File: config.mk
export PLATFORM = sky130hd
export DESIGN_NAME = muldiv_sequencer_flat
export DESIGN_NICKNAME = d
export VERILOG_FILES = /design/src/rtl/muldiv_sequencer_if.sv /design/src/rtl/muldiv_sequencer.sv /design/src/flat_wrapper.sv
export SDC_FILE = /design/constraint.sdc
export NUM_CORES = 1
export LEC_CHECK = 0
export CAP_MARGIN = 40
export CORE_UTILIZATION = 45
export CTS_BUF_LIST = sky130_fd_sc_hd__clkbuf_8
export CTS_CLUSTER_DIAMETER = 80
export DETAILED_ROUTE_END_ITERATION = 6
export GPL_TIMING_DRIVEN = 0
export PLACE_DENSITY = 0.73
export SLEW_MARGIN = 10
export SYNTH_ARGS = -nofsm -noshare
export SYNTH_HDL_FRONTEND = slang
export SYNTH_SLANG_ARGS = --single-unit
File: constraint.sdc
create_clock -name clk -period 3.7 [get_ports clk]
set_input_delay 0.555 -clock clk [delete_from_list [all_inputs] [get_ports clk]]
set_output_delay 0.555 -clock clk [all_outputs]
set_load 0.1 [all_outputs]
File: src/rtl/muldiv_sequencer_if.sv
// Handshake/data bundle between the execute stage and the multiply/divide sequencer.
interface muldiv_sequencer_if #(
    parameter int WIDTH = 32
);
    logic             start;
    logic [1:0]       op;
    logic [WIDTH-1:0] operand_a;
    logic [WIDTH-1:0] operand_b;
    logic             write_hi;
    logic             write_lo;
    logic [WIDTH-1:0] write_data;
    logic             flush;
    logic [WIDTH-1:0] hi;
    logic [WIDTH-1:0] lo;
    logic             busy;
    logic             stall_pipeline;
    logic             done;
    logic             div_by_zero;

    modport master (
        output start, op, operand_a, operand_b, write_hi, write_lo, write_data, flush,
        input  hi, lo, busy, stall_pipeline, done, div_by_zero
    );

    modport slave (
        input  start, op, operand_a, operand_b, write_hi, write_lo, write_data, flush,
        output hi, lo, busy, stall_pipeline, done, div_by_zero
    );
endinterface

File: src/rtl/muldiv_sequencer.sv
// Multi-cycle multiply/divide unit owning HI/LO. Shift-add multiply and restoring
// divide on operand magnitudes, one iteration per clock, sign fixup in a final cycle.
module muldiv_sequencer #(
    parameter int WIDTH = 32,
    parameter int ITERS = 32
) (
    input  logic                 clk,
    input  logic                 reset,
    muldiv_sequencer_if.slave    bus
);
    localparam int CW = $clog2(ITERS);
    localparam logic [CW-1:0] LAST_COUNT = CW'(ITERS - 1);
    localparam logic [WIDTH-1:0] ONE_W = {{(WIDTH-1){1'b0}}, 1'b1};
    localparam logic [2*WIDTH-1:0] ONE_2W = {{(2*WIDTH-1){1'b0}}, 1'b1};
    localparam logic [WIDTH-1:0] ZERO_W = {WIDTH{1'b0}};
    localparam logic [WIDTH-1:0] ONES_W = {WIDTH{1'b1}};

    typedef enum logic [1:0] {
        S_IDLE = 2'd0,
        S_CALC = 2'd1,
        S_FIX  = 2'd2,
        S_DONE = 2'd3
    } state_t;

    // Two's-complement negate of a word when neg is set.
    function automatic logic [WIDTH-1:0] cond_neg_w(input logic [WIDTH-1:0] v, input logic neg);
        logic [WIDTH-1:0] r;
        if (neg) begin
            r = (~v) + ONE_W;
        end else begin
            r = v;
        end
        return r;
    endfunction

    // Two's-complement negate of a double word when neg is set.
    function automatic logic [2*WIDTH-1:0] cond_neg_2w(input logic [2*WIDTH-1:0] v, input logic neg);
        logic [2*WIDTH-1:0] r;
        if (neg) begin
            r = (~v) + ONE_2W;
        end else begin
            r = v;
        end
        return r;
    endfunction

    state_t           state_r;
    logic [CW-1:0]    count_r;
    logic [WIDTH-1:0] acc_hi_r;     // partial product high / running remainder
    logic [WIDTH-1:0] acc_lo_r;     // multiplier being shifted out / dividend-quotient
    logic [WIDTH-1:0] opnd_r;       // multiplicand or divisor magnitude
    logic [WIDTH-1:0] dividend_r;   // raw dividend, returned in HI on divide by zero
    logic             is_div_r;
    logic             neg_a_r;
    logic             neg_b_r;
    logic             b_zero_r;
    logic [WIDTH-1:0] hi_r;
    logic [WIDTH-1:0] lo_r;
    logic             done_r;
    logic             dbz_r;

    logic             idle_or_done_s;
    logic             accept_s;
    logic             op_signed_s;
    logic             neg_a_s;
    logic             neg_b_s;
    logic [WIDTH-1:0] mag_a_s;
    logic [WIDTH-1:0] mag_b_s;
    logic [WIDTH:0]   mul_sum_s;
    logic [WIDTH:0]   div_shift_s;
    logic [WIDTH:0]   div_trial_s;
    logic [WIDTH-1:0] step_hi_s;
    logic [WIDTH-1:0] step_lo_s;
    logic [2*WIDTH-1:0] prod_fix_s;
    logic [WIDTH-1:0] fix_hi_s;
    logic [WIDTH-1:0] fix_lo_s;

    assign idle_or_done_s = (state_r == S_IDLE) || (state_r == S_DONE);
    assign accept_s       = bus.start && !bus.flush && idle_or_done_s;
    assign op_signed_s    = !bus.op[0];
    assign neg_a_s        = op_signed_s && bus.operand_a[WIDTH-1];
    assign neg_b_s        = op_signed_s && bus.operand_b[WIDTH-1];
    assign mag_a_s        = cond_neg_w(bus.operand_a, neg_a_s);
    assign mag_b_s        = cond_neg_w(bus.operand_b, neg_b_s);

    // One shift-add or restoring-divide iteration on the accumulator pair.
    always_comb begin
        mul_sum_s   = {1'b0, acc_hi_r} + (acc_lo_r[0] ? {1'b0, opnd_r} : {1'b0, ZERO_W});
        div_shift_s = {acc_hi_r, acc_lo_r[WIDTH-1]};
        div_trial_s = div_shift_s - {1'b0, opnd_r};
        step_hi_s   = acc_hi_r;
        step_lo_s   = acc_lo_r;
        if (is_div_r) begin
            if (!div_trial_s[WIDTH]) begin
                step_hi_s = div_trial_s[WIDTH-1:0];
                step_lo_s = {acc_lo_r[WIDTH-2:0], 1'b1};
            end else begin
                // Remainder stays below the divisor, so the dropped top bit is zero.
                step_hi_s = div_shift_s[WIDTH-1:0];
                step_lo_s = {acc_lo_r[WIDTH-2:0], 1'b0};
            end
        end else begin
            step_hi_s = mul_sum_s[WIDTH:1];
            step_lo_s = {mul_sum_s[0], acc_lo_r[WIDTH-1:1]};
        end
    end

    // Sign correction of the magnitude result, and the divide-by-zero substitute.
    always_comb begin
        prod_fix_s = cond_neg_2w({acc_hi_r, acc_lo_r}, neg_a_r ^ neg_b_r);
        fix_hi_s   = prod_fix_s[2*WIDTH-1:WIDTH];
        fix_lo_s   = prod_fix_s[WIDTH-1:0];
        if (is_div_r) begin
            if (b_zero_r) begin
                fix_hi_s = dividend_r;
                fix_lo_s = ONES_W;
            end else begin
                // Remainder follows the dividend; quotient truncates toward zero.
                fix_hi_s = cond_neg_w(acc_hi_r, neg_a_r);
                fix_lo_s = cond_neg_w(acc_lo_r, neg_a_r ^ neg_b_r);
            end
        end else begin
            fix_hi_s = prod_fix_s[2*WIDTH-1:WIDTH];
            fix_lo_s = prod_fix_s[WIDTH-1:0];
        end
    end

    // Sequencer FSM with operand latch, iteration datapath and registered HI/LO/done.
    always_ff @(posedge clk or negedge reset) begin
        if (!reset) begin
            state_r    <= S_IDLE;
            count_r    <= {CW{1'b0}};
            acc_hi_r   <= ZERO_W;
            acc_lo_r   <= ZERO_W;
            opnd_r     <= ZERO_W;
            dividend_r <= ZERO_W;
            is_div_r   <= 1'b0;
            neg_a_r    <= 1'b0;
            neg_b_r    <= 1'b0;
            b_zero_r   <= 1'b0;
            hi_r       <= ZERO_W;
            lo_r       <= ZERO_W;
            done_r     <= 1'b0;
            dbz_r      <= 1'b0;
        end else begin
            case (state_r)
                S_IDLE, S_DONE: begin
                    done_r  <= 1'b0;
                    dbz_r   <= 1'b0;
                    count_r <= {CW{1'b0}};
                    // MTHI/MTLO commit even when an op starts at the same edge.
                    if (bus.write_hi) begin
                        hi_r <= bus.write_data;
                    end
                    if (bus.write_lo) begin
                        lo_r <= bus.write_data;
                    end
                    if (accept_s) begin
                        state_r    <= S_CALC;
                        is_div_r   <= bus.op[1];
                        neg_a_r    <= neg_a_s;
                        neg_b_r    <= neg_b_s;
                        b_zero_r   <= (bus.operand_b == ZERO_W);
                        dividend_r <= bus.operand_a;
                        acc_hi_r   <= ZERO_W;
                        if (bus.op[1]) begin
                            opnd_r   <= mag_b_s;
                            acc_lo_r <= mag_a_s;
                        end else begin
                            opnd_r   <= mag_a_s;
                            acc_lo_r <= mag_b_s;
                        end
                    end else begin
                        state_r <= S_IDLE;
                    end
                end
                S_CALC: begin
                    if (bus.flush) begin
                        state_r <= S_IDLE;
                        count_r <= {CW{1'b0}};
                    end else begin
                        acc_hi_r <= step_hi_s;
                        acc_lo_r <= step_lo_s;
                        if (count_r == LAST_COUNT) begin
                            state_r <= S_FIX;
                            count_r <= {CW{1'b0}};
                        end else begin
                            count_r <= count_r + {{(CW-1){1'b0}}, 1'b1};
                        end
                    end
                end
                S_FIX: begin
                    if (bus.flush) begin
                        state_r <= S_IDLE;
                    end else begin
                        hi_r    <= fix_hi_s;
                        lo_r    <= fix_lo_s;
                        done_r  <= 1'b1;
                        dbz_r   <= is_div_r && b_zero_r;
                        state_r <= S_DONE;
                    end
                end
                default: begin
                    state_r <= S_IDLE;
                    count_r <= {CW{1'b0}};
                end
            endcase
        end
    end

    assign bus.hi             = hi_r;
    assign bus.lo             = lo_r;
    assign bus.done           = done_r;
    assign bus.div_by_zero    = dbz_r;
    assign bus.busy           = (state_r == S_CALC) || (state_r == S_FIX);
    assign bus.stall_pipeline = bus.busy || (bus.start && idle_or_done_s);
endmodule

File: src/flat_wrapper.sv
// flat-port wrapper written by rule: the top's interface ports become plain ports
module muldiv_sequencer_flat 
#(
    parameter int WIDTH = 32,
    parameter int ITERS = 32
)
  (clk, reset, bus_start, bus_op, bus_operand_a, bus_operand_b, bus_write_hi, bus_write_lo, bus_write_data, bus_flush, bus_hi, bus_lo, bus_busy, bus_stall_pipeline, bus_done, bus_div_by_zero);
  muldiv_sequencer_if #(.WIDTH(WIDTH)) bus_i ();
  input  logic clk;
  input  logic reset;
  input wire logic [$bits(bus_i.start)-1:0] bus_start;
  input wire logic [$bits(bus_i.op)-1:0] bus_op;
  input wire logic [$bits(bus_i.operand_a)-1:0] bus_operand_a;
  input wire logic [$bits(bus_i.operand_b)-1:0] bus_operand_b;
  input wire logic [$bits(bus_i.write_hi)-1:0] bus_write_hi;
  input wire logic [$bits(bus_i.write_lo)-1:0] bus_write_lo;
  input wire logic [$bits(bus_i.write_data)-1:0] bus_write_data;
  input wire logic [$bits(bus_i.flush)-1:0] bus_flush;
  output wire logic [$bits(bus_i.hi)-1:0] bus_hi;
  output wire logic [$bits(bus_i.lo)-1:0] bus_lo;
  output wire logic [$bits(bus_i.busy)-1:0] bus_busy;
  output wire logic [$bits(bus_i.stall_pipeline)-1:0] bus_stall_pipeline;
  output wire logic [$bits(bus_i.done)-1:0] bus_done;
  output wire logic [$bits(bus_i.div_by_zero)-1:0] bus_div_by_zero;
  assign bus_i.start = bus_start;
  assign bus_i.op = bus_op;
  assign bus_i.operand_a = bus_operand_a;
  assign bus_i.operand_b = bus_operand_b;
  assign bus_i.write_hi = bus_write_hi;
  assign bus_i.write_lo = bus_write_lo;
  assign bus_i.write_data = bus_write_data;
  assign bus_i.flush = bus_flush;
  assign bus_hi = bus_i.hi;
  assign bus_lo = bus_i.lo;
  assign bus_busy = bus_i.busy;
  assign bus_stall_pipeline = bus_i.stall_pipeline;
  assign bus_done = bus_i.done;
  assign bus_div_by_zero = bus_i.div_by_zero;
  muldiv_sequencer #(.WIDTH(WIDTH), .ITERS(ITERS)) u_core (.clk(clk), .reset(reset), .bus(bus_i));
endmodule
==> flow_summary.ini, run 1 <==
[clock_tree]
clock_sinks = 205
cts_root_buf = clkbuf_8
tritoncts = built
cts_max_path_buffers = 3
h-tree-depth = 2
insertion_delay_ns = 0.62
path_clk_slew_ns = 0.07
cts_made_buffers = 39

[grt]
grt_pass1_wl_mm = 116.0
grt_util_all_layers_pct = 40.17
grt_overflow_total = 0
antenna_found_initial = 1
grt_max_degree = 112
grt_pass1_vias = 18353

[synth]
ys_seq_area_share_pct = 29.63
synth-compound-area-share_pct = 25.46
avgSynthCellArea_um2 = 7.831
synthAdderAreaFrac_pct = 5.506
synth.mux.area_fraction_pct = 6.352
synth-simple-area-share_pct = 18.21
synth_top_family_by_area = compound AO/OA/AOI/OAI gates
async_reset_ff_share_pct = 100.0
ys_ff_latch = 205
yosys.area.top_type = dfrtp_1
synth_xor_xnor_area_share_pct = 9.863
syn-num-nets = 2390
synthDistinctLibCells = 73
netlist_area_mm2 = 0.01732
syn_inst = 2211
synth-main-ff-cell = dfrtp_1
synth_edf_count = 0
synth_top_area_share_pct = 29.63
synth_area_leaders = dfrtp_1 30%, o21ai_0 6.6%, a21oi_1 6.4%
yosysWarnings = 0

[die]
die_area_mm2 = 0.03927
floorplan.initialDensity_pct = 45.86
core_area_mm2 = 0.03776
dieHeight_um = 198.2
rows = 71
pin_count = 172
fp.dieW_um = 198.2

[power]
max-vdd-ir-drop_v = 0.0002545
p_total_w = 0.01130
p_leak_nw = 9.313
power.density_mw_per_mm2 = 511.2

[cells_and_area]
drive_gt1_share_pct = 11.68
nFillCells = 3432
multiInputGateArea_mm2 = 0.01162
instances_no_fill = 3046
fin_nets = 2684
final_util_pct = 58.55
seq_area_mm2 = 0.005135
area_delta_synth_final_pct = 27.65

[sta]
relSlewSlack_pct = 37.93
fin_hold_ws_ns = 0.4837
tightest_slew_ns = 0.9310
rsz0062_at_grt = true
fin_skew_ns = 0.03118
setup_slack_ns = 0.01499
fmaxAchievable_mhz = 271.4
hold_viol = 0
slew_violations = 0
finalSetupViolations = 0
post-route-period-util_pct = 99.59
fin_crit_ns = 3.685

[hold_path]
min_path_type = reg2reg

[place]
place_hpwl_mm = 62.46
gp_congestion = 1.031
port_buffers = 170
post-place-ws_ns = -0.9711
place_inst = 2966

[flow_run]
drv_cap = 0

[routing]
vias = 19176
routed_wl_mm = 79.26
ant_nets = 0
wl_per_cell_um = 26.02
firstDrtPassIters = 7
drc = 2
viasPerCell = 6.295
drt_iter0_markers = 1854

[outcome]
violations = design-rule violations
status = finished with violations

[worst_setup_path]
worstPathRequired_ns = 4.23
arrival_ns = 4.21
cp_max_fo = 7
endpoint_kind = flip-flop
critical_path_class = reg2reg
setup.worst_path.start_class = flip-flop
-- power by group --
part | total (W) | leakage (nW) | switching, W | internal (W)
sequential | 0.00309 | 2.55 | 0.000474 | 0.00262
clock | 0.00226 | 0.433 | 0.00115 | 0.00111
combinational | 0.00595 | 6.33 | 0.00374 | 0.00220
-- critical path: stages, from the launching register on --
cell and delay (ns):
dfrtp_1 0.41, buf_4 0.19, inv_2 0.08, ha_2 0.19, or3b_4 0.41, or4b_1 0.49, buf_6 0.16, nor4_4 0.22
nand2b_1 0.18, or4_4 0.49, o41ai_2 0.24, xnor2_1 0.20, o221ai_1 0.16, o21ai_1 0.16
-- cells by family (layout without fill, tap and decap cells) --
family | after synthesis | in the layout
other | 0 | 1
buffers and inverters | 226 | 549
adder cells (fa/ha/maj) | 75 | 75
multiplexers | 102 | 102
AO/OA/AOI/OAI | 735 | 735
AND/OR/NAND/NOR | 673 | 673
XOR/XNOR | 195 | 195
flip-flops | 205 | 205
-- final cells by class --
| cell class | instances | area share (%) |
|---|---|---|
| well taps | 511 | 2.893 |
| inverters | 67 | 1.138 |
| repair buffers | 256 | 13.76 |
| clock buffers | 44 | 2.740 |
| diodes | 1 | 0.01132 |
| clock inverters | 26 | 0.6566 |
| plain buffers | 156 | 2.983 |
| multi-input cells | 1780 | 52.59 |
| flip-flops and latches | 205 | 23.23 |
-- final timing paths --
path	from	endpoint	slack (ns)	depth (start not counted)
max	u_core.acc_hi_r[1]$_DFFE_PN0P_	u_core.bus.hi[28]$_DFFE_PN0P_	0.01	13
min	u_core.opnd_r[12]$_DFFE_PN0P_	u_core.opnd_r[12]$_DFFE_PN0P_	0.48	1
max reg2reg	u_core.acc_hi_r[1]$_DFFE_PN0P_	u_core.bus.hi[28]$_DFFE_PN0P_	0.01	13
min reg2reg	u_core.opnd_r[12]$_DFFE_PN0P_	u_core.opnd_r[12]$_DFFE_PN0P_	0.48	1
max in group asynchronous	reset	u_core.opnd_r[27]$_DFFE_PN0P_	2.02	3
min in group asynchronous	reset	u_core.bus.hi[21]$_DFFE_PN0P_	0.54	2
-- Yosys cell counts, drive strengths merged, types with 45 or more instances --
| cell type | number |
|---|---|
| nor3 | 45 |
| nor2 | 210 |
| o21ai | 238 |
| xor2 | 83 |
| mux2 | 63 |
| a21oi | 224 |
| ha | 73 |
| xnor2 | 112 |
| inv | 65 |
| clkbuf | 141 |
| dfrtp | 205 |
| nand2 | 238 |
-- cells in the final DEF, fill, tap and decap left out, types with 21 or more instances in the layout --
cell type	instances
dfrtp_1	201
nor2_1	207
clkbuf_1	128
mux2i_1	38
clkdlybuf4s50_1	169
nor3_1	43
clkbuf_8	45
o21ai_0	219
inv_1	75
mux2_2	63
a21o_1	43
nand2_1	237
a211oi_1	37
o22ai_1	36
ha_1	72
buf_8	57
xor2_1	82
a21oi_1	218
nor3b_1	29
xnor2_1	112
o31ai_1	21
-- timing repair --
action / in CTS / in global routing
hold endpoints to repair: 2 / 0
hold buffers: 1 / 0
gates resized for setup: 46 / 56
pin swaps: 3 / 20
buffers inserted: 3 / 7
setup endpoints to repair: 45 / 60
-- per-stage QoR --
| step | cell area (µm²) | TNS, ns |
|---|---|---|
| after floorplan | 17320 | 0 |
| after CTS | 21830 | 0 |
| after global routing | 22100 | -0.1701 |
| after detailed placement | 20910 | -36.79 |
| after global placement | 19660 | -1452.34 |
| final | 22100 | 0 |
-- registers in the layout (all words and copies together) (netlist names) --
name                    cells
u_core.acc_hi_r            32
u_core.acc_lo_r            32
u_core.bus.hi              32
u_core.bus.lo              32
u_core.dividend_r          32
u_core.opnd_r              32
u_core.count_r              5
u_core.state_r              2
u_core.b_zero_r             1
u_core.bus.div_by_zero      1
u_core.bus.done             1
u_core.is_div_r             1
u_core.neg_a_r              1
u_core.neg_b_r              1
-- layer usage --
layer | GRT usage [%] | up-vias | routed length [µm]
li1 | - | 8534 | -
met1 | 51.24 | 9197 | 31700
met2 | 62.82 | 1145 | 34390
met3 | 7.597 | 300 | 7533
met4 | 24.52 | 0 | 5641
met5 | 0 | - | 0
Power figures use the tool's default switching activity.
==> run 2: changes to the inputs <==
--- a/config.mk
+++ b/config.mk
@@ -5,7 +5,7 @@
 export SDC_FILE = /design/constraint.sdc
 export NUM_CORES = 1
 export LEC_CHECK = 0
-export CAP_MARGIN = 40
+export CAP_MARGIN = 20
 export CORE_UTILIZATION = 45
 export CTS_BUF_LIST = sky130_fd_sc_hd__clkbuf_8
 export CTS_CLUSTER_DIAMETER = 80
==> run 2 against run 1 <==
The run now ends clean. Global-route usage is 1.2 points lower. Clock power up 15%. Wire length fell by 2.9%. Register-to-register slack better by 0.08 ns. Utilization is 2.8 points lower. Cell area fell by 4.8%. Via count fell by 2.8%. Cell count fell by 2.2%. Largest cell class unchanged.
==> flow_summary.ini, run 2 (same netlist as run 1, synthesis figures left out) <==
[sta]
hold_viol = 0
rsz0062_at_grt = true
fin_crit_ns = 3.630
finalSetupViolations = 0
slew_violations = 0
fmaxAchievable_mhz = 275.4
fin_skew_ns = 0.04483
fin_hold_ws_ns = 0.4839
relSlewSlack_pct = 26.07
tightest_slew_ns = 1.105
post-route-period-util_pct = 98.12

[die]
floorplan.initialDensity_pct = 45.86
die_area_mm2 = 0.03927
core_area_mm2 = 0.03776
fp.dieW_um = 198.2
rows = 71
pin_count = 172
dieHeight_um = 198.2

[grt]
grt_pass1_vias = 17860
grt-busiest-layer = met2
antenna_found_initial = 2
grt_overflow_total = 0
grt_util_all_layers_pct = 38.94
use_met2_pct = 60.79
met3_usage_pct = 6.438
grt_pass1_wl_mm = 112.4
grt_max_degree = 112
met1_usage_pct = 51.02

[worst_setup_path]
setup.worst_path.start_class = input port
arrival_ns = 4.14
endpoint_kind = flip-flop
critPathSlowestCell = or4_1
cp_num_buf_inv = 1
r2r-end = u_core.bus.hi[31]$_DFFE_PN0P_
cp_max_fo = 5
crit_top_cell = a21oi_1
critical_path.top_delay_family = simple AND/OR/NAND/NOR gates
crit_chain = clkdlybuf4s50_1 > or4_1 > or3_1 > or2_2 > nor4_2 > a21oi_1 > xor2_1 > nor2_1 > a211oi_1 > a21oi_1 > o21ai_0
critical_path_class = in2reg
r2r-start = u_core.acc_hi_r[18]$_DFFE_PN0P_
worstPathRequired_ns = 4.21
cp-startpoint = bus_operand_b[8]
r2r_cells = 10
critPathMaxStageDelay_ns = 0.60
regToRegSetupSlack_ns = 0.09

[clock_tree]
insertion_delay_ns = 0.61
tritoncts = built
clock_sinks = 205
cts_made_buffers = 40
cts_max_path_buffers = 3
h-tree-depth = 2
path_clk_slew_ns = 0.06
cts_root_buf = clkbuf_8

[outcome]
status = completed

[routing]
wl_per_cell_um = 25.83
drt_iter0_markers = 1823
ant_nets = 0
drc = 0
firstDrtPassIters = 6
viasPerCell = 6.255
vias = 18634
routed_wl_mm = 76.95

[power]
max-vdd-ir-drop_v = 0.0002400
p_leak_nw = 8.792
power.density_mw_per_mm2 = 530.3

[place]
gp_congestion = 1.031
port_buffers = 170
place_hpwl_mm = 60.89
placed_area_mm2 = 0.01970

[hold_path]
hold_path.startpoint = u_core.bus.lo[14]$_DFFE_PN0P_
hold_depth = 2
min_path_type = reg2reg
min_to = u_core.bus.lo[14]$_DFFE_PN0P_

[cells_and_area]
layout_common_cells = 238 x nand2_1, 220 x o21ai_0, 218 x a21oi_1, 208 x nor2_1, 200 x dfrtp_1
drive_gt1_share_pct = 9.367
nFillCells = 3666
area_delta_synth_final_pct = 21.48
final_common_cell = nand2_1
final_cell_area_mm2 = 0.02104
fin_nets = 2613

[flow_run]
drv_cap = 0
-- run 2: changes by cell type in the layout (fill, tap and decap cells not counted), sizes merged --
cell      before  now
diode          1    2
clkinvlp       3    0
clkinv         9   12
clkbuf       179  182
inv           81   77
bufinv         0    3
buf          107   37
-- run 2: how the worst max path moves through the flow --
stage	endpoint	slack, ns	cells past startpoint
floorplan	u_core.bus.hi[28]$_DFFE_PN0P_	0.32	14
global placement	u_core.count_r[2]$_DFFE_PN0P_	-6.87	1
detailed placement	u_core.acc_hi_r[14]$_DFFE_PN0P_	-0.98	14
CTS	u_core.bus.hi[30]$_DFFE_PN0P_	0.008	15
global route	u_core.bus.hi[21]$_DFFE_PN0P_	-0.04	11
finish	u_core.acc_lo_r[26]$_DFFE_PN0P_	0.07	11
-- run 2: through the flow --
stage	worst slack [ns]	util, %	cells	total power [W]	TNS (ns)
floorplan	0.3228	-	2211	0.006552	0
global route	-0.04106	55.70	2977	0.01163	-0.08181
global placement	-6.875	52.06	2892	0.008191	-1452.34
CTS	0.008466	55.08	2972	0.01093	0
finish	0.06955	55.72	2979	0.01115	0
detailed placement	-0.9840	52.18	2894	0.008250	-43.30
-- run 2: worst register-to-register path, delay by kind of cell (launching register included) --
| family | cells | cell delay, ns |
|---|---|---|
| and+or+nand+nor | 5 | 1.76 |
| AOI/OAI and AO/OA | 4 | 0.88 |
| DFF | 1 | 0.45 |
| buffers and inverters | 1 | 0.38 |
-- run 2: power by group --
part | total (W) | leakage (nW) | internal, W | switching [W]
combinational | 0.00546 | 5.74 | 0.00184 | 0.00362
clock | 0.00261 | 0.500 | 0.00144 | 0.00118
sequential | 0.00308 | 2.55 | 0.00262 | 0.000458
total | 0.0112 | 8.79 | 0.00590 | 0.00525
-- run 2: area by class of cell --
class | instances | area, µm² | share of cell area (%)
plain buffers | 154 | 663.1 | 3.153
inverters | 67 | 254.0 | 1.207
multi-input cells | 1780 | 11600 | 55.14
clock buffers | 49 | 674.4 | 3.206
flip-flops and latches | 205 | 5136 | 24.42
well taps | 511 | 639.4 | 3.039
repair buffers | 186 | 1847 | 8.779
clock inverters | 25 | 217.7 | 1.035
diodes | 2 | 5.005 | 0.02379
-- run 2: per-layer routing --
metal  up-vias  part of all wire (%)
met2      1034                    44
li1       8390                     -
met1      8983                    41
met5         -                     0
met3       227                   9.1
met4         0                   6.1
-- run 2: what timing repair did --
action / CTS / global route
pin swaps: 3 / 12
gates cloned: 0 / 0
gates resized for setup: 52 / 45
hold endpoints to repair: 7 / 0
hold buffers: 1 / 0
buffers inserted: 3 / 10
endpoints found under the setup margin: 48 / 50
